File: src/rtl/counter_push_ctrl.sv
// counter_push_ctrl
// Front-end controller for the 4-bit LED up/down counter. The two raw
// active-low push buttons are synchronised, debounced and edge-detected.
// Simultaneous presses are arbitrated, the count limits are enforced against
// the counter's current value, and single-cycle Up_o/Dn_o enables are issued.
//
// Optional feature: define COUNTER_PUSH_CTRL_AUTOREPEAT_EN to enable
// hold-to-repeat. The RPT_DELAY/RPT_RATE parameters only exist in that build.
// Push[1] is the up button and Push[0] is the down button.
// A debounced level of 0 means the button is held.

module counter_push_ctrl #(
  parameter int CNT_W      = 4,
  parameter int CNT_MAX    = 15,
  parameter int CNT_MIN    = 0,
  parameter int DEB_CYCLES = 4
`ifdef COUNTER_PUSH_CTRL_AUTOREPEAT_EN
  ,
  parameter int RPT_DELAY  = 16,
  parameter int RPT_RATE   = 8
`endif
) (
  input  logic             Clk,
  input  logic             Rst,
  input  logic [1:0]       Push,
  input  logic [CNT_W-1:0] Cnt_i,
  output logic             Up_o,
  output logic             Dn_o,
  output logic             Blocked_o,
  output logic [1:0]       State_o
);

  localparam int               DEB_W    = $clog2(DEB_CYCLES);
  localparam logic [DEB_W-1:0] DEB_LAST = DEB_W'(DEB_CYCLES - 1);
  localparam logic [CNT_W-1:0] CNT_HI   = CNT_W'(CNT_MAX);
  localparam logic [CNT_W-1:0] CNT_LO   = CNT_W'(CNT_MIN);

`ifdef COUNTER_PUSH_CTRL_AUTOREPEAT_EN
  localparam int               RPT_MAXV = (RPT_DELAY > RPT_RATE) ? RPT_DELAY : RPT_RATE;
  localparam int               RPT_W    = $clog2(RPT_MAXV + 1);
  localparam logic [RPT_W-1:0] RPT_DLY  = RPT_W'(RPT_DELAY);
  localparam logic [RPT_W-1:0] RPT_PER  = RPT_W'(RPT_RATE);
`endif

  typedef enum logic [1:0] {
    IDLE    = 2'd0,
    HOLD_UP = 2'd1,
    HOLD_DN = 2'd2,
    LOCK    = 2'd3
  } state_e;

  logic [1:0]       sync1_q;
  logic [1:0]       sync2_q;
  logic [1:0]       debLvl_q;
  logic [1:0]       debLvl_d;
  logic [DEB_W-1:0] debCnt_q [2];
  logic [DEB_W-1:0] debCnt_d [2];
  logic [1:0]       debPrev_q;
  logic [1:0]       press;
  logic             atMax;
  logic             atMin;
  state_e           state_q;

`ifdef COUNTER_PUSH_CTRL_AUTOREPEAT_EN
  logic [RPT_W-1:0] rptCnt_q;
  logic             rptFirst_q;
  logic             rptMute_q;
  logic             rptFire;
`endif

  // Two-flop synchroniser per button; reset to the released level.
  always_ff @(posedge Clk) begin
    if (Rst) begin
      sync1_q <= 2'b11;
      sync2_q <= 2'b11;
    end else begin
      sync1_q <= Push;
      sync2_q <= sync1_q;
    end
  end

  // Debounce next-state: accept a new level after DEB_CYCLES consecutive differing samples.
  always_comb begin
    debLvl_d = debLvl_q;
    for (int i = 0; i < 2; i++) begin
      debCnt_d[i] = '0;
      if (sync2_q[i] != debLvl_q[i]) begin
        if (debCnt_q[i] == DEB_LAST) begin
          debLvl_d[i] = sync2_q[i];
        end else begin
          debCnt_d[i] = debCnt_q[i] + 1'b1;
        end
      end
    end
  end

  // Debounce registers plus the previous debounced level used for edge detection.
  always_ff @(posedge Clk) begin
    if (Rst) begin
      debLvl_q    <= 2'b11;
      debPrev_q   <= 2'b11;
      debCnt_q[0] <= '0;
      debCnt_q[1] <= '0;
    end else begin
      debLvl_q    <= debLvl_d;
      debPrev_q   <= debLvl_q;
      debCnt_q[0] <= debCnt_d[0];
      debCnt_q[1] <= debCnt_d[1];
    end
  end

  // A press is a falling edge of the debounced level; limits use the live counter value.
  always_comb begin
    press = debPrev_q & ~debLvl_q;
    atMax = (Cnt_i == CNT_HI);
    atMin = (Cnt_i == CNT_LO);
  end

`ifdef COUNTER_PUSH_CTRL_AUTOREPEAT_EN
  // The first repeat waits RPT_DELAY cycles after the initial pulse; later ones wait RPT_RATE.
  always_comb begin
    rptFire = rptFirst_q ? (rptCnt_q == RPT_PER) : (rptCnt_q == RPT_DLY);
  end
`endif

  // Press arbitration FSM with registered one-cycle Up_o/Dn_o/Blocked_o pulses.
  always_ff @(posedge Clk) begin
    if (Rst) begin
      state_q   <= IDLE;
      Up_o      <= 1'b0;
      Dn_o      <= 1'b0;
      Blocked_o <= 1'b0;
`ifdef COUNTER_PUSH_CTRL_AUTOREPEAT_EN
      rptCnt_q   <= '0;
      rptFirst_q <= 1'b0;
      rptMute_q  <= 1'b0;
`endif
    end else begin
      Up_o      <= 1'b0;
      Dn_o      <= 1'b0;
      Blocked_o <= 1'b0;
      case (state_q)
        IDLE: begin
`ifdef COUNTER_PUSH_CTRL_AUTOREPEAT_EN
          rptCnt_q   <= '0;
          rptFirst_q <= 1'b0;
          rptMute_q  <= 1'b0;
`endif
          if (press[1] && press[0]) begin
            state_q <= LOCK;
          end else if (press[1]) begin
            state_q <= HOLD_UP;
            if (atMax) begin
              Blocked_o <= 1'b1;
            end else begin
              Up_o <= 1'b1;
            end
`ifdef COUNTER_PUSH_CTRL_AUTOREPEAT_EN
            rptCnt_q  <= RPT_W'(1);
            rptMute_q <= atMax;
`endif
          end else if (press[0]) begin
            state_q <= HOLD_DN;
            if (atMin) begin
              Blocked_o <= 1'b1;
            end else begin
              Dn_o <= 1'b1;
            end
`ifdef COUNTER_PUSH_CTRL_AUTOREPEAT_EN
            rptCnt_q  <= RPT_W'(1);
            rptMute_q <= atMin;
`endif
          end
        end

        HOLD_UP: begin
          if (debLvl_q[1]) begin
            state_q <= IDLE;
`ifdef COUNTER_PUSH_CTRL_AUTOREPEAT_EN
            rptCnt_q   <= '0;
            rptFirst_q <= 1'b0;
            rptMute_q  <= 1'b0;
`endif
          end else if (!debLvl_q[0]) begin
            state_q <= LOCK;
`ifdef COUNTER_PUSH_CTRL_AUTOREPEAT_EN
            rptCnt_q   <= '0;
            rptFirst_q <= 1'b0;
            rptMute_q  <= 1'b0;
`endif
          end else begin
`ifdef COUNTER_PUSH_CTRL_AUTOREPEAT_EN
            if (!rptMute_q) begin
              if (rptFire) begin
                rptCnt_q   <= RPT_W'(1);
                rptFirst_q <= 1'b1;
                if (atMax) begin
                  Blocked_o <= 1'b1;
                  rptMute_q <= 1'b1;
                end else begin
                  Up_o <= 1'b1;
                end
              end else begin
                rptCnt_q <= rptCnt_q + RPT_W'(1);
              end
            end
`else
            state_q <= HOLD_UP;
`endif
          end
        end

        HOLD_DN: begin
          if (debLvl_q[0]) begin
            state_q <= IDLE;
`ifdef COUNTER_PUSH_CTRL_AUTOREPEAT_EN
            rptCnt_q   <= '0;
            rptFirst_q <= 1'b0;
            rptMute_q  <= 1'b0;
`endif
          end else if (!debLvl_q[1]) begin
            state_q <= LOCK;
`ifdef COUNTER_PUSH_CTRL_AUTOREPEAT_EN
            rptCnt_q   <= '0;
            rptFirst_q <= 1'b0;
            rptMute_q  <= 1'b0;
`endif
          end else begin
`ifdef COUNTER_PUSH_CTRL_AUTOREPEAT_EN
            if (!rptMute_q) begin
              if (rptFire) begin
                rptCnt_q   <= RPT_W'(1);
                rptFirst_q <= 1'b1;
                if (atMin) begin
                  Blocked_o <= 1'b1;
                  rptMute_q <= 1'b1;
                end else begin
                  Dn_o <= 1'b1;
                end
              end else begin
                rptCnt_q <= rptCnt_q + RPT_W'(1);
              end
            end
`else
            state_q <= HOLD_DN;
`endif
          end
        end

        LOCK: begin
`ifdef COUNTER_PUSH_CTRL_AUTOREPEAT_EN
          rptCnt_q   <= '0;
          rptFirst_q <= 1'b0;
          rptMute_q  <= 1'b0;
`endif
          if (debLvl_q == 2'b11) begin
            state_q <= IDLE;
          end
        end

        default: begin
          state_q <= IDLE;
        end
      endcase
    end
  end

  assign State_o = state_q;

endmodule

File: config.mk
export PLATFORM = sky130hd
export DESIGN_NAME = counter_push_ctrl
export DESIGN_NICKNAME = d
export VERILOG_FILES = /design/src/rtl/counter_push_ctrl.sv
export SDC_FILE = /design/constraint.sdc
export NUM_CORES = 1
export LEC_CHECK = 0
export CORE_ASPECT_RATIO = 0.75
export CORE_UTILIZATION = 25
export CTS_BUF_LIST = sky130_fd_sc_hd__clkbuf_8
export DETAILED_ROUTE_END_ITERATION = 10
export PLACE_DENSITY_LB_ADDON = 0.1
export REMOVE_ABC_BUFFERS = 1
export SLEW_MARGIN = 40
export SYNTH_ARGS = -nofsm -noshare
export SYNTH_HDL_FRONTEND = slang
export SYNTH_SLANG_ARGS = --single-unit
File: constraint.sdc
create_clock -name Clk -period 2.15 [get_ports Clk]
set_clock_uncertainty 0.2 [all_clocks]
set_input_delay 0.645 -clock Clk [delete_from_list [all_inputs] [get_ports Clk]]
set_output_delay 0.645 -clock Clk [all_outputs]
set_load 0.05 [all_outputs]
==> results of run 1 <==
per-layer routing:
layer / vias to the layer above / GRT usage, % / wire length [um]
met1: 209 / 11.1 / 531
met5: - / 0 / 0
met3: 2 / 5.11 / 41
li1: 257 / - / -
met2: 8 / 14.3 / 443
met4: 0 / 2.73 / 10
cell type report:
type,count,share of cell area [%]
clock inverter,1,0.430
inverter,2,0.860
multi-input combinational,45,33.2
clock buffer,3,4.73
timing repair buffer,14,16.9
sequential,17,39.0
tap,34,4.87
logic make-up after synthesis:
kind of cell    Yosys count
buf+inv                   3
flops                    17
compound gates            9
simple gates             32
fa+ha+maj                 2
xor+xnor                  2
worst paths after layout:
path | from | end | slack, ps | cells after the start
worst max-delay path | Rst | Dn_o | 370 | 3
worst min register to register | sync1_q[1] | sync2_q[1] | 210 | 1
worst max register to register | State_o[0] | Dn_o | 780 | 2
worst min-delay path | sync1_q[1] | sync2_q[1] | 210 | 1
registers in the layout, summed over array words and instances (netlist names):
signal,flops
debLvl_q,2
sync1_q,2
State_o,2
Dn_o,1
sync2_q,2
Blocked_o,1
Up_o,1
debCnt_q,4
debPrev_q,2
metrics by stage:
stage,setup slack [ps],cells,hold WS (ps),cell area [um2],total power [mW]
floorplan,632,64,189,638,0.336
global placement,84.3,112,196,828,0.356
detailed placement,111,112,198,828,0.356
CTS,373,116,217,873,0.592
global route,273,116,232,873,0.610
finish,370,116,211,873,0.579
cells in the mapped netlist:
master and n:
dfxtp_1 17, nor2_1 6, or2_2 6, nand2b_1 5
nor2b_1 4, nor4_1 3, or3_1 3, a211o_1 2
a21oi_1 2, ha_1 2, inv_1 2, nand3_1 2
xnor2_1 2, a21boi_0 1, a31oi_1 1, and2b_1 1
and4_1 1, clkbuf_1 1, nor3_1 1, o21a_1 1
o21ai_0 1, o31a_1 1
report_power, final:
group / internal (mW) / switching (mW) / total [mW]
sequential: 0.320 / 0.00191 / 0.322
combinational: 0.0187 / 0.00840 / 0.0271
clock: 0.126 / 0.104 / 0.231
total: 0.465 / 0.114 / 0.579
placed cells by master, fill, tap and decap left out, types with 3 or more instances in the layout:
| master | instances |
|---|---|
| nor2b_1 | 4 |
| or2_2 | 6 |
| nor2_1 | 6 |
| dfxtp_1 | 17 |
| nand2b_1 | 5 |
| clkbuf_8 | 3 |
| inv_1 | 3 |
| clkdlybuf4s50_1 | 7 |
| or3_1 | 3 |
| nor4_1 | 3 |
| buf_4 | 5 |
worst max-delay path: stages:
cell	delay (ps)
clkdlybuf4s50_1	460
or3_1	370
nor4_1	250
==> results by group, run 1 <==
Setup path
  • Crit path DAT: 1730 ps
  • Critical path endpoint category: register
  • Kind of critical path: in2reg
  • Top fanout value on the critical path: 4
  • CP required: 2100 ps
  • Startpoint type of the worst setup path: input pin

Synth
  • Share of synthesized area occupied by flip-flops and latches: 53.0%
  • Post-Syn Area: 642 um2
  • Seq cells post-synth: 17
  • Post-synthesis share of cell area spent on and, or, nand and nor gates: 28.8%
  • Top cells by area in the synthesized netlist: dfxtp_1 (53%), or2_2 (5.8%), nand2b_1 (4.9%)
  • Synthesized instance count: 65
  • Parity-gate share of the synthesized area counting xor and xnor cells: 2.73%
  • Area fraction in compound gates after synthesis: about 9.7%
  • Combinational family with the most area after synthesis: simple AND/OR/NAND/NOR gates
  • Number of distinct library cell variants in the gate-level netlist after synthesis: 22
  • Synth Area in Adders: 3.90%
  • Fraction of synthesized cell area taken by the top area cell type: between 50 and 60%
  • Avg Cell Area, Syn: ~9.9 um2
  • YS warnings: 0
  • Cell accounting for the most synthesized area: dfxtp_1
  • Mux share of post-synthesis cell area: 0%

Global route
  • Tot GR Track Use: under 10%
  • Maximum number of pins on one net before global-route repair: 10
  • First-pass GRT wire length: 1.80 mm
  • Via count of the first global-routing pass: between 400 and 500
  • Remaining global-route overflow: 0
  • Antenna violations before repair: 0

Clock network
  • Clock tree from TritonCTS: built
  • H-tree depth: 1
  • Hold buffer count at cts: 0
  • Root buffer cell: clkbuf_8
  • Largest buffer count on any clock path: 2
  • Clock slew at the register clock pins of the worst setup and hold paths: about 70 ps
  • Setup fix buffers added after clock tree synthesis: 0
  • Clk_lat worst skew: 250 ps
  • CTS-repair resized insts: 0
  • Number of buffers created by CTS: 3
  • Sinks on the clock net: 17

STA
  • RSZ-0062 raised after global routing: no
  • Maximum clock frequency: 562 MHz
  • Final count of pins violating max slew: 0
  • Final setup violating endpoints: 0
  • Post-route fraction of the period consumed by the critical path: 82.8%
  • Setup Total Neg Slack: 0 ps
  • Hold Vio Cnt, Final: 0
  • Final Critical Period: 1780 ps
  • Transition at the pin with the smallest max-transition slack: 336 ps
  • Relative slew margins: between 70% and 80%

Drt
  • Wire length per cell: 8.86 um
  • Detailed-router iteration count before antenna repair: 3
  • DRC Markers: 0
  • Iter 0 DRT Violations: 5
  • Remaining antenna violation count: 0
  • Total via count in the routed design: 476
  • Vias per std cell: 4.10
  • Overall routed net length: 1.03 mm

Placement
  • Hpwl dp: around 790 um
  • Count of buffers inserted at the top-level ports: 12
  • Last weighted congestion value of the routability-driven placer: around 0.67

Layout
  • Core Util, Final: 36.9%
  • FF/Latch Area: about 340 um2
  • Layout cell share with drive strength beyond 1: 19.5%
  • P&R area growth vs syn: 36.1%
  • Area of combinational cells with multiple inputs: 290 um2
  • Fillcell total: about 250
  • # nets final: 93
  • Final antenna diode count: 0

Pwr
  • VDD IR-drop max: 0.534 mV
  • PD cells: 663 nW/um2
  • Leakage component of the power: 0.340 nW

Floorplan
  • Initial Util: 27.1%
  • Number of rows in the core area: 15
  • Io pins: 13
  • Placeable core region: 2360 um2
  • Die Y: 45.9 um
  • DIE AREA: 2780 um2
  • Die width: 60.5 um

Worst hold path
  • Min-delay worst type: reg2reg

Job
  • Total of max-cap violations: 0

Run status
  • Run status: finished clean
No activity file was read; power rests on OpenSTA's default activity.
==> inputs of run 2 (changes only) <==
==> constraint.sdc (replaced) <==
create_clock -name Clk -period 1.8 [get_ports Clk]
set_clock_uncertainty 0.2 [all_clocks]
set_input_delay 0.54 -clock Clk [delete_from_list [all_inputs] [get_ports Clk]]
set_output_delay 0.54 -clock Clk [all_outputs]
set_load 0.05 [all_outputs]
==> run 2 against run 1 <==
Against the previous run:
- critical path depth unchanged
- highest routed layer unchanged
- count of clock-buffer cells in the layout is the same
- combinational power increased by 23%
==> results by group, run 2 (synthesis results as in run 1) <==
Clock network
  • Clock tree from TritonCTS: built
  • Root buffer cell: clkbuf_8
  • Clock slew at the register clock pins of the worst setup and hold paths: 60 ps (about the same)
  • Sinks on the clock net: 17 (unchanged)
  • H-tree depth: 1 (unchanged)
  • Clk_lat worst skew: 250 ps (about the same)
  • Setup fix buffers added after clock tree synthesis: 0 (unchanged)
  • Largest buffer count on any clock path: 2 (unchanged)
  • Number of buffers created by CTS: 3 (unchanged)
  • Hold buffer count at cts: 0 (unchanged)
  • CTS-repair resized insts: 0 (unchanged)

STA
  • Final Critical Period: 1660 ps
  • Final count of pins violating max slew: 0 (unchanged)
  • Maximum clock frequency: 601 MHz
  • Setup Total Neg Slack: 0 ps (unchanged)
  • Fin worst setup slack: 137 ps (-233 ps)
  • Hold Vio Cnt, Final: 0 (unchanged)
  • Transition at the pin with the smallest max-transition slack: 361 ps (+24.9 ps)
  • RSZ-0062 raised after global routing: no
  • Relative slew margins: 75.7% (-1.7 points)
  • Worst hold slack after final layout: 212 ps (+0.439 ps)
  • Final setup violating endpoints: 0 (unchanged)
  • Post-route fraction of the period consumed by the critical path: 92.4%

Pwr
  • PD cells: 756 nW/um2 (+14%)
  • Leakage component of the power: 0.352 nW (+3.5%)
  • VDD IR-drop max: 0.608 mV (+14%)

Setup path
  • CP required: 1750 ps (-350 ps)
  • Worst reg2reg path depth: 2 (unchanged)
  • Cell count along the critical path: 3 (unchanged)
  • Buffers & Inverters on Critical Path: 1 (unchanged)
  • Crit path DAT: 1620 ps (-110 ps)
  • Largest incremental delay on the critical path: 470 ps (about the same)
  • Top fanout value on the critical path: 4 (unchanged)
  • Kind of critical path: in2reg
  • Critical path endpoint category: register
  • Startpoint type of the worst setup path: input pin
  • Cell family with most CP delay: simple AND/OR/NAND/NOR gates
  • Cell breakdown of the critical path: clkdlybuf4s50_1, or3_1, nor4_1
  • Slowest cell on the critical path: clkdlybuf4s50_1

Floorplan
  • Placeable core region: 2360 um2 (unchanged)
  • Io pins: 13 (unchanged)
  • Die width: 60.5 um (unchanged)
  • Die Y: 45.9 um (unchanged)
  • Number of rows in the core area: 15 (unchanged)
  • Initial Util: 27.1% (unchanged)
  • DIE AREA: 2780 um2 (unchanged)

Run status
  • Run status: finished clean

Layout
  • P&R area growth vs syn: 43.3%
  • Final antenna diode count: 0 (unchanged)
  • Register containing the most flip-flops in the final layout: debCnt_q
  • Area of combinational cells with multiple inputs: 290 um2 (unchanged)
  • Final Non-Filler Cells: 117 (+0.86%)
  • Most frequent standard cell in the layout excluding fill and tap cells: dfxtp_1
  • Fillcell total: 245 (-3.2%)
  • Highest-count cells in the layout ignoring fill and taps: dfxtp_1 (17), clkdlybuf4s50_1 (7), nor2_1 (6), or2_2 (6)
  • Flip-flop count of the largest register after layout: 4 (unchanged)
  • Layout cell share with drive strength beyond 1: 21.7% (+2.2 points)
  • # nets final: 94 (+1.1%)
  • FF/Latch Area: 340 um2 (unchanged)

Global route
  • Tot GR Track Use: 8.98% (-0.30 points)
  • Antenna violations before repair: 0 (unchanged)
  • First-pass GRT wire length: 1.67 mm (-7.3%)
  • Remaining global-route overflow: 0 (unchanged)
  • Maximum number of pins on one net before global-route repair: 11 (+1)
  • Via count of the first global-routing pass: 400 (-5.2%)

Drt
  • DRC Markers: 0 (unchanged)
  • Overall routed net length: 986 um (-4.1%)
  • Vias per std cell: 4.17 (+1.6%)
  • Remaining antenna violation count: 0 (unchanged)
  • Detailed-router iteration count before antenna repair: 4 (+1)
  • Iter 0 DRT Violations: 11 (+6)
  • Total via count in the routed design: 488 (+2.5%)
  • Wire length per cell: 8.43 um (-4.9%)

Placement
  • Placed cells: 113 (+0.89%)
  • Last weighted congestion value of the routability-driven placer: 0.673 (+0.46%)
  • Dpl ws: -130 ps (-241 ps)
  • Hpwl dp: 781 um (-0.94%)
  • Count of buffers inserted at the top-level ports: 12 (unchanged)

Worst hold path
  • Min-Delay Path Depth: 1 (unchanged)
  • Min-delay worst type: reg2reg

Job
  • Total of max-cap violations: 0 (unchanged)
run 2: changes by cell type in the layout (fill, tap and decap cells not counted), sizes merged:
cell | previous run | this run
buf | 7 | 8
clkinv | 0 | 1
inv | 3 | 2
run 2: final cells by class:
cell class / instances / share of cell area [%]
clock buffer: 3 / 4.49
clock inverter: 1 / 0.544
inverter: 2 / 0.816
multi-input combinational: 45 / 31.6
sequential: 17 / 37.0
tap: 34 / 4.63
timing repair buffer: 15 / 21.0
run 2: worst paths after layout:
kind,slack [ps],startpoint,endpoint
setup / recovery,140,Rst,Dn_o
hold / removal,210,sync1_q[1],sync2_q[1]
setup reg to reg,460,State_o[0],Dn_o
hold reg to reg,210,sync1_q[1],sync2_q[1]
run 2: layer usage:
metal	track usage, %	vias to the layer above	wire, um
li1	-	259	-
met5	0	-	0
met4	4.09	0	10
met3	5.97	2	67
met1	11.1	212	497
met2	11.9	15	411
run 2: through the flow:
stage	power [mW]	area [um2]	util (%)
2_1_floorplan	0.402	638	-
3_3_place_gp	0.426	873	36.9
3_5_place_dp	0.426	873	36.9
4_1_cts	0.714	920	38.9
5_1_grt	0.735	920	38.9
6_report	0.695	920	38.9
run 2: power breakdown:
part | switching, mW | internal [mW] | total, mW
registers | 0.00225 | 0.382 | 0.384
clock network | 0.124 | 0.153 | 0.277
logic | 0.0104 | 0.0230 | 0.0334
==> inputs of run 3 (changes only) <==
--- a/config.mk
+++ b/config.mk
@@ -8,6 +8,7 @@
 export CORE_ASPECT_RATIO = 0.75
 export CORE_UTILIZATION = 25
 export CTS_BUF_LIST = sky130_fd_sc_hd__clkbuf_8
+export CTS_CLUSTER_DIAMETER = 40
 export DETAILED_ROUTE_END_ITERATION = 10
 export PLACE_DENSITY_LB_ADDON = 0.1
 export REMOVE_ABC_BUFFERS = 1
==> results of run 3 <==
Same layout as run 2: the final DEF is identical, and so are final timing and power.
